==> src/rtl/imm_ext_pkg.sv <==
// Shared definitions for the immediate-extension pipeline.
// Mode encodings match the 2-bit in_mode port.
`timescale 1ns/1ps
package imm_ext_pkg;

   typedef enum logic [1:0] {
      SEXT = 2'b00,
      ZEXT = 2'b01,
      LDHI = 2'b10,
      RSVD = 2'b11
   } imm_mode_e;

endpackage

==> src/rtl/imm_ext_core.sv <==
// Combinational extension of a pre-masked immediate field to a datapath word.
// Expects field bits at positions >= len to already be zero.
`timescale 1ns/1ps
module imm_ext_core
   import imm_ext_pkg::*;
#(
   parameter int IN_W  = 9,
   parameter int OUT_W = 16,
   parameter int LEN_W = $clog2(IN_W + 1)
) (
   input  logic [IN_W-1:0]  field,
   input  logic [LEN_W-1:0] len,
   input  imm_mode_e        mode,
   output logic [OUT_W-1:0] word,
   output logic             err
);

   localparam int SH_W = $clog2(OUT_W + 1);

   logic [OUT_W-1:0] zext_s;
   logic [OUT_W-1:0] sign_fill_s;
   logic [OUT_W-1:0] probe_s;
   logic [SH_W-1:0]  hi_shift_s;
   logic             sign_s;

   // Mode-selected extension; the sign bit is found by shifting bit len-1 down to bit 0.
   always_comb begin
      zext_s      = OUT_W'(field);
      sign_fill_s = {OUT_W{1'b1}} << len;
      hi_shift_s  = SH_W'(OUT_W) - SH_W'(len);
      if (len != {LEN_W{1'b0}}) begin
         probe_s = zext_s >> (len - LEN_W'(1'b1));
         sign_s  = probe_s[0];
      end else begin
         probe_s = {OUT_W{1'b0}};
         sign_s  = 1'b0;
      end
      word = {OUT_W{1'b0}};
      err  = 1'b0;
      case (mode)
         SEXT: word = sign_s ? (zext_s | sign_fill_s) : zext_s;
         ZEXT: word = zext_s;
         LDHI: word = zext_s << hi_shift_s;
         RSVD: begin
            word = {OUT_W{1'b0}};
            err  = 1'b1;
         end
         default: begin
            word = {OUT_W{1'b0}};
            err  = 1'b1;
         end
      endcase
   end

endmodule

==> src/rtl/imm_ext_pipe.sv <==
// Two-stage valid/ready immediate extender: S1 holds the masked field, S2 the result.
// Latency 2, one result per cycle when out_ready stays high.
`timescale 1ns/1ps
module imm_ext_pipe
   import imm_ext_pkg::*;
#(
   parameter int IN_W  = 9,
   parameter int OUT_W = 16,
   parameter int LEN_W = $clog2(IN_W + 1)
) (
   input  logic             clk,
   input  logic             rst_n,
   input  logic             flush,
   input  logic             in_valid,
   output logic             in_ready,
   input  logic [IN_W-1:0]  in_imm,
   input  logic [LEN_W-1:0] in_len,
   input  logic [1:0]       in_mode,
   output logic             out_valid,
   input  logic             out_ready,
   output logic [OUT_W-1:0] out_data,
   output logic             out_err
);

   localparam logic [LEN_W-1:0] LEN_MAX = LEN_W'(IN_W);

   logic             s1_valid_r;
   logic [IN_W-1:0]  s1_field_r;
   logic [LEN_W-1:0] s1_len_r;
   imm_mode_e        s1_mode_r;
   logic             s2_valid_r;
   logic [OUT_W-1:0] s2_data_r;
   logic             s2_err_r;

   logic             s2_open_s;
   logic             accept_s;
   logic [LEN_W-1:0] len_eff_s;
   logic [IN_W-1:0]  field_s;
   logic [OUT_W-1:0] core_word_s;
   logic             core_err_s;

   // Handshake and input masking; in_ready never looks at in_valid.
   always_comb begin
      s2_open_s = !s2_valid_r || out_ready;
      in_ready  = !flush && (!s1_valid_r || s2_open_s);
      accept_s  = in_valid && in_ready;
      if (in_len > LEN_MAX) begin
         len_eff_s = LEN_MAX;
      end else begin
         len_eff_s = in_len;
      end
      field_s = in_imm & ~({IN_W{1'b1}} << len_eff_s);
   end

   // Stage 1: capture on acceptance, empty when advancing without a refill.
   always_ff @(posedge clk or negedge rst_n) begin
      if (!rst_n) begin
         s1_valid_r <= 1'b0;
         s1_field_r <= {IN_W{1'b0}};
         s1_len_r   <= {LEN_W{1'b0}};
         s1_mode_r  <= SEXT;
      end else if (flush) begin
         s1_valid_r <= 1'b0;
      end else if (accept_s) begin
         s1_valid_r <= 1'b1;
         s1_field_r <= field_s;
         s1_len_r   <= len_eff_s;
         s1_mode_r  <= imm_mode_e'(in_mode);
      end else if (s2_open_s) begin
         s1_valid_r <= 1'b0;
      end
   end

   imm_ext_core #(
      .IN_W  (IN_W),
      .OUT_W (OUT_W),
      .LEN_W (LEN_W)
   ) u_core (
      .field (s1_field_r),
      .len   (s1_len_r),
      .mode  (s1_mode_r),
      .word  (core_word_s),
      .err   (core_err_s)
   );

   // Stage 2: load whenever it is empty or draining; otherwise hold for the consumer.
   always_ff @(posedge clk or negedge rst_n) begin
      if (!rst_n) begin
         s2_valid_r <= 1'b0;
         s2_data_r  <= {OUT_W{1'b0}};
         s2_err_r   <= 1'b0;
      end else if (flush) begin
         s2_valid_r <= 1'b0;
      end else if (s2_open_s) begin
         s2_valid_r <= s1_valid_r;
         if (s1_valid_r) begin
            s2_data_r <= core_word_s;
            s2_err_r  <= core_err_s;
         end
      end
   end

   assign out_valid = s2_valid_r;
   assign out_data  = s2_data_r;
   assign out_err   = s2_err_r;

endmodule

==> config.mk <==
export PLATFORM = sky130hd
export DESIGN_NAME = imm_ext_pipe
export DESIGN_NICKNAME = d
export VERILOG_FILES = /design/src/rtl/imm_ext_pkg.sv /design/src/rtl/imm_ext_core.sv /design/src/rtl/imm_ext_pipe.sv
export SDC_FILE = /design/constraint.sdc
export NUM_CORES = 1
export LEC_CHECK = 0
export ABC_CLOCK_PERIOD_IN_PS = 5800
export CORE_MARGIN = 5
export CORE_UTILIZATION = 25
export DETAILED_ROUTE_END_ITERATION = 16
export GPL_TIMING_DRIVEN = 0
export PLACE_DENSITY_LB_ADDON = 0.3
export SLEW_MARGIN = 20
export SYNTH_ARGS = -nofsm -noshare
export SYNTH_HDL_FRONTEND = slang
export SYNTH_HIERARCHICAL = 1
export SYNTH_SLANG_ARGS = --single-unit
==> constraint.sdc <==
create_clock -name clk -period 5.8 [get_ports clk]
set_input_delay 1.16 -clock clk [delete_from_list [all_inputs] [get_ports clk]]
set_output_delay 1.16 -clock clk [all_outputs]
set_load 0.01 [all_outputs]
---- Yosys cells after proc, flatten, opt, wreduce, memory -nomap -nowiden ----
Cells that the tools add are included.
word-level totals
  register bits after elaboration ......... 34
  bits of input ports ..................... 20
  word-level logic and storage cells ...... 44
operators by class
  $add $sub $neg .......................... 2
  order comparisons ....................... 1
  equality and inequality tests ........... 3
  shift operators ......................... 4
  multiplexer cells ....................... 10
  bitwise operators ....................... 4
  reduce and logical (&&, ||, !) cells .... 13
operators with widths
  operator                                                               count
  16-bit one-hot mux with 4 select lines                                 1
  16-bit two-way mux                                                     1
  9-bit by 16-bit OR with 16-bit output                                  1
  16-bit by 4-bit left shift with 16-bit output, first input constant    1
  9-bit by 5-bit left shift with 16-bit output                           1
  9-bit bitwise AND                                                      1
  9-bit inverter                                                         1
  9-bit by 4-bit left shift with 9-bit output, first input constant      1
  9-bit by 4-bit right shift with 1-bit output                           1
  1-bit two-way mux                                                      7
  5-bit by 4-bit subtractor with 5-bit output, first input constant      1
  2-bit equality test, second input constant                             2
  4-bit > comparator, second input constant                              1
  4-bit two-way mux                                                      1
  4-bit nonzero test                                                     1
  4-bit by 1-bit subtractor with 4-bit output, second input constant     1
  1-bit zero test                                                        3
  3-bit AND reduction                                                    1
  3-bit nonzero test                                                     1
  2-bit by 1-bit equality test with 1-bit output, second input constant  1
  1-bit logical AND                                                      2
  2-bit zero test                                                        1
  1-bit logical OR                                                       2
  2-bit AND reduction                                                    1
  2 further kinds                                                        2

---- Longest topological paths before layout ----
  word-level depth ........................ 7
  depth in mapped cells ................... 11

---- Cells and area by module ----
The synthesis kept the hierarchy.
by module, submodules not included
  module        times used  cells each  area each (um^2)  seq. area each (um^2)
  imm_ext_pipe  1           103         1468.9            850.8
  imm_ext_core  1           129         960.9             0.0

---- Least setup slack after synthesis ----
OpenSTA, ideal clock, no wires.
  path type ............................... input-to-output
  start point ............................. input out_ready
  end point ............................... output in_ready
  data arrival time ....................... 1498 ps
  path slack .............................. 3142 ps
  stages .................................. 2
  buffers on the path ..................... 0
  cells stage by stage .................... and3b_1 > nor2_1
between the ends
  cells in the longest elaborated chain, start to end .. 3
ends and longest elaborated chain
  element             RTL line            source
  start: declaration  imm_ext_pipe.sv:20  input logic out_ready,
  1-bit logical OR    imm_ext_pipe.sv:44  s2_open_s = !s2_valid_r || out_ready;
  1-bit logical OR    imm_ext_pipe.sv:45  in_ready = !flush && (!s1_valid_r || s2_open_s);
  1-bit logical AND   imm_ext_pipe.sv:45
  end: declaration    imm_ext_pipe.sv:15  output logic in_ready,
No other way between the ends.

---- Final worst setup path ----
Ends and elaborated chain as after synthesis.

==> summary.md <==
| Metric | Value |
|---|---|
| Post-DR wirelength/cell | `14.4 µm` |
| Synth Instances | `about 230` |
| Total of warnings raised by yosys | `6` |
| TritonCTS clock tree | `yes` |
| Worst-path maximum fanout | `3` |
| Setup ws final | `2.19 ns` |
| Worst hold margin | `between 0.5 and 0.6 ns` |
| Non-Filler Cell Area, Final | `3130 µm²` |
| Count of endpoints failing hold in the final timing report | `0` |
| Residual DRC | `0` |
| Final setup fails | `0` |
| Vias in the first global route | `1925` |
| Worst hold start | `out_data[12]` |
| Buffer cell driving the clock tree root | `sky130_fd_sc_hd__clkbuf_8` |
| Setup repair after global routing missed its margin | `false` |
| Antenna violation net count after detailed routing | `0` |
| Overall track demand over capacity in global routing | `10.9%` |
| Final Net Count | `about 300` |
| List of cells traversed by the critical path | `clkdlybuf4s50_1 -> and3b_1 -> nor2_1 -> clkdlybuf4s50_1` |
| Min-Delay Endpoint | `out_data[12]` |
| First DRT Iteration DRCs | `92` |
| Final-report max-slew violation count | `0` |
| Max-capacitance violation count | `0` |
| Flip-flop and latch count after synthesis | `34` |
| Asr flop ratio synth | `100%` |
| Worst slack at placement | `2.19 ns` |
| Final wirelength | `5910 µm` |
| Worst flop-to-flop path startpoint | `s1_len_r[0]` |
| Layout cells sized above 1 | `23.7%` |
| Footprint of the flip-flops and latches | `851 µm²` |
| Power density over the cells | `330 nW/µm²` |
| Global-route wire length before repair | `9910 µm` |
| Element type at the critical path start | `primary input` |
| Worst slew pin tran | `0.535 ns` |
| Post-route clock period utilization | `62.2%` |
| Clk pin slew, worst setup/hold paths | `about 0.07 ns` |
| Delay of the slowest cell on the worst path | `0.54 ns` |
| Mean instance size in the synthesized netlist | `10.5 µm²` |
| Worst Setup End Kind | `output pin` |
| Run status | `complete, no violations` |
| Crit path max-delay cell type | `sky130_fd_sc_hd__clkdlybuf4s50_1` |
| Count of vias placed by the detailed router | `1890` |
| Cell row count | `36` |
| Cell count after placement | `403` |
| Crit-path most repeated cell | `sky130_fd_sc_hd__clkdlybuf4s50_1` |
| Register area share after synthesis | `35.0%` |
| Congestion Overflow GR | `0` |
| Area of the core region | `9640 µm²` |
| Netlist cell types | `53` |
| Min cycle time layout | `3.61 ns` |
| Register-to-register path setup slack | `2.54 ns` |
| Summed negative setup slack over all endpoints | `0 ns` |
| Number of enable flip-flop cells after synthesis | `0` |
| Clock buffers created by TritonCTS | `5` |
| Detailed-placement wirelength estimate | `between 4000 and 5000 µm` |
| Post-detailed-placement cell area | `2990 µm²` |
| Number of levels the H-tree was split into | `2` |
| Final Non-Filler Cells | `411` |
| Number of placed I/O pins | `39` |
| Port Buffers | `37` |
| Synthesized netlist net count | `around 260` |
| Die outline width | `109 µm` |
| Most frequent cells in the layout | `sky130_fd_sc_hd__clkdlybuf4s50_1 (36), sky130_fd_sc_hd__dfrtp_1 (34), sky130_fd_sc_hd__mux2_2 (29)` |
| Path type of the worst min-delay path | `register to register` |
| Primary FF master, synth | `sky130_fd_sc_hd__dfrtp_1` |
| Data arrival time of the critical path | `about 2.5 ns` |
| Initial antenna violation count | `0` |
| CTS sink count | `34` |
| Starting Density | `25.2%` |
| Height of the die | `109 µm` |
| Cells resized by post-CTS repair | `0` |
| Insertion delay of the later-clocked pin in the worst-skew pair | `0.29 ns` |
| Largest delay share family, worst path | `buffers and inverters` |
| Post-CTS setup buffer count | `0` |
| Final weighted congestion in routability-driven placement | `just under 0.9` |
| Number of antenna repair diodes | `0` |
| Die area | `11800 µm²` |
| Synth-to-layout area growth | `28.9%` |
| Most common library cell in the layout ignoring fill and taps | `sky130_fd_sc_hd__clkdlybuf4s50_1` |
| Maximum number of pins on one net before global-route repair | `22` |
| Final worst clock skew | `0.0125 ns` |
| Number of inserted filler cells in the final layout | `1018` |
| Cells on Worst Hold Path | `1` |
| Post-cts hold buffer count | `0` |
| Combined area of the multi-input logic cells | `1450 µm²` |
| Headroom to the max-slew limit | `64.0%` |
| Worst path bufs/invs | `2` |
| Total iterations of the first detailed-routing run | `4` |
| Static Leak | `1.33 nW` |
| Reg2Reg Depth | `10` |
| Required arrival time at the worst endpoint | `4.64 ns` |
| Peak Freq | `0.277 GHz` |
| Startpoint of the most critical setup path | `out_ready` |
| Combined area of all synthesized cells | `2430 µm²` |
| IR Drop Worst-Case VDD | `approximately 0.14 mV` |
| CTS Buffer Depth | `2` |
| Via/cell ratio | `4.60` |
| Crit Path Class | `primary input to output pin` |
| Reg-to-reg critical path endpoint | `out_data[6]` |
[where the power goes]
part / switching, W / internal, W
combinational: 0.000198 / 0.000229
sequential: 0.0000476 / 0.000289
clock: 0.0000879 / 0.000183
[area by class of cell]
class | instances | area share [%]
timing repair buffer | 38 | 12.5
buffer | 15 | 3.04
clock buffer | 6 | 2.64
inverter | 8 | 0.959
sequential | 34 | 27.2
tap | 133 | 5.31
multi-input combinational | 175 | 46.4
clock inverter | 2 | 1.92
[how the worst max path moves through the flow]
stage               endpoint  slack (ns)  depth (start not counted)
CTS                 in_ready        2.18                          4
detailed placement  in_ready        2.19                          4
floorplan           in_ready        3.14                          2
global route        in_ready        2.15                          4
global placement    in_ready        2.19                          4
finish              in_ready        2.19                          4
[worst reg2reg max path: cells and delay by family (launching register included)]
| kind | cells | cell delay, ns |
|---|---|---|
| adders and majority gates | 2 | 0.64 |
| and+or+nand+nor | 1 | 0.09 |
| buffers and inverters | 4 | 1.13 |
| AOI/OAI and AO/OA | 2 | 0.49 |
| DFF | 1 | 0.53 |
| muxes | 1 | 0.28 |
[sequential cells by signal, summed over array words and instances, names as in the netlist]
| name | count |
|---|---|
| s1_len_r | 4 |
| s1_field_r | 9 |
| out_data | 16 |
| out_valid | 1 |
| out_err | 1 |
| s1_mode_r | 2 |
| s1_valid_r | 1 |
[layer usage]
| layer | track usage, % | vias up | share of wire [%] | routed length (µm) |
|---|---|---|---|---|
| met5 | 0 | - | 0 | 0 |
| met4 | 3.25 | 0 | 1.4 | 80 |
| met3 | 2.51 | 7 | 3.4 | 203 |
| met2 | 18.0 | 41 | 49 | 2890 |
| met1 | 14.0 | 910 | 46 | 2730 |
| li1 | - | 932 | - | - |
[synthesized netlist by cell type, types with 3 or more instances]
| master | instances | area share, % |
|---|---|---|
| sky130_fd_sc_hd__o22ai_1 | 4 | 1.0 |
| sky130_fd_sc_hd__inv_1 | 7 | 1.1 |
| sky130_fd_sc_hd__mux2_4 | 8 | 4.9 |
| sky130_fd_sc_hd__and2_1 | 6 | 1.5 |
| sky130_fd_sc_hd__o21ai_0 | 12 | 2.5 |
| sky130_fd_sc_hd__nor2_1 | 17 | 2.6 |
| sky130_fd_sc_hd__nand2b_1 | 3 | 0.77 |
| sky130_fd_sc_hd__a21boi_0 | 3 | 0.93 |
| sky130_fd_sc_hd__buf_2 | 3 | 0.62 |
| sky130_fd_sc_hd__dfrtp_1 | 34 | 35 |
| sky130_fd_sc_hd__nand3_1 | 3 | 0.62 |
| sky130_fd_sc_hd__nand2_1 | 13 | 2.0 |
| sky130_fd_sc_hd__nand3b_1 | 3 | 0.93 |
| sky130_fd_sc_hd__nor2b_1 | 7 | 1.8 |
| sky130_fd_sc_hd__ha_1 | 4 | 2.1 |
| sky130_fd_sc_hd__a21oi_1 | 9 | 1.9 |
| sky130_fd_sc_hd__mux2i_1 | 17 | 7.0 |
| sky130_fd_sc_hd__clkbuf_1 | 8 | 1.2 |
| sky130_fd_sc_hd__mux2_2 | 29 | 13 |
[through the flow]
stage,power (W),util [%]
CTS,0.00105,32.5
finish,0.00103,32.5
floorplan,0.000606,-
global placement,0.000767,30.8
detailed placement,0.000771,31.0
global route,0.00110,32.5
[cells by family after synthesis]
logic type | after synthesis | synth area share [%]
AOI/OAI and AO/OA | 43 | 12.8
adders and majority gates | 4 | 2.06
buffers and inverters | 23 | 5.15
DFF | 34 | 35.0
muxes | 56 | 27.2
and+or+nand+nor | 72 | 17.8
Power figures use the tool's default switching activity.
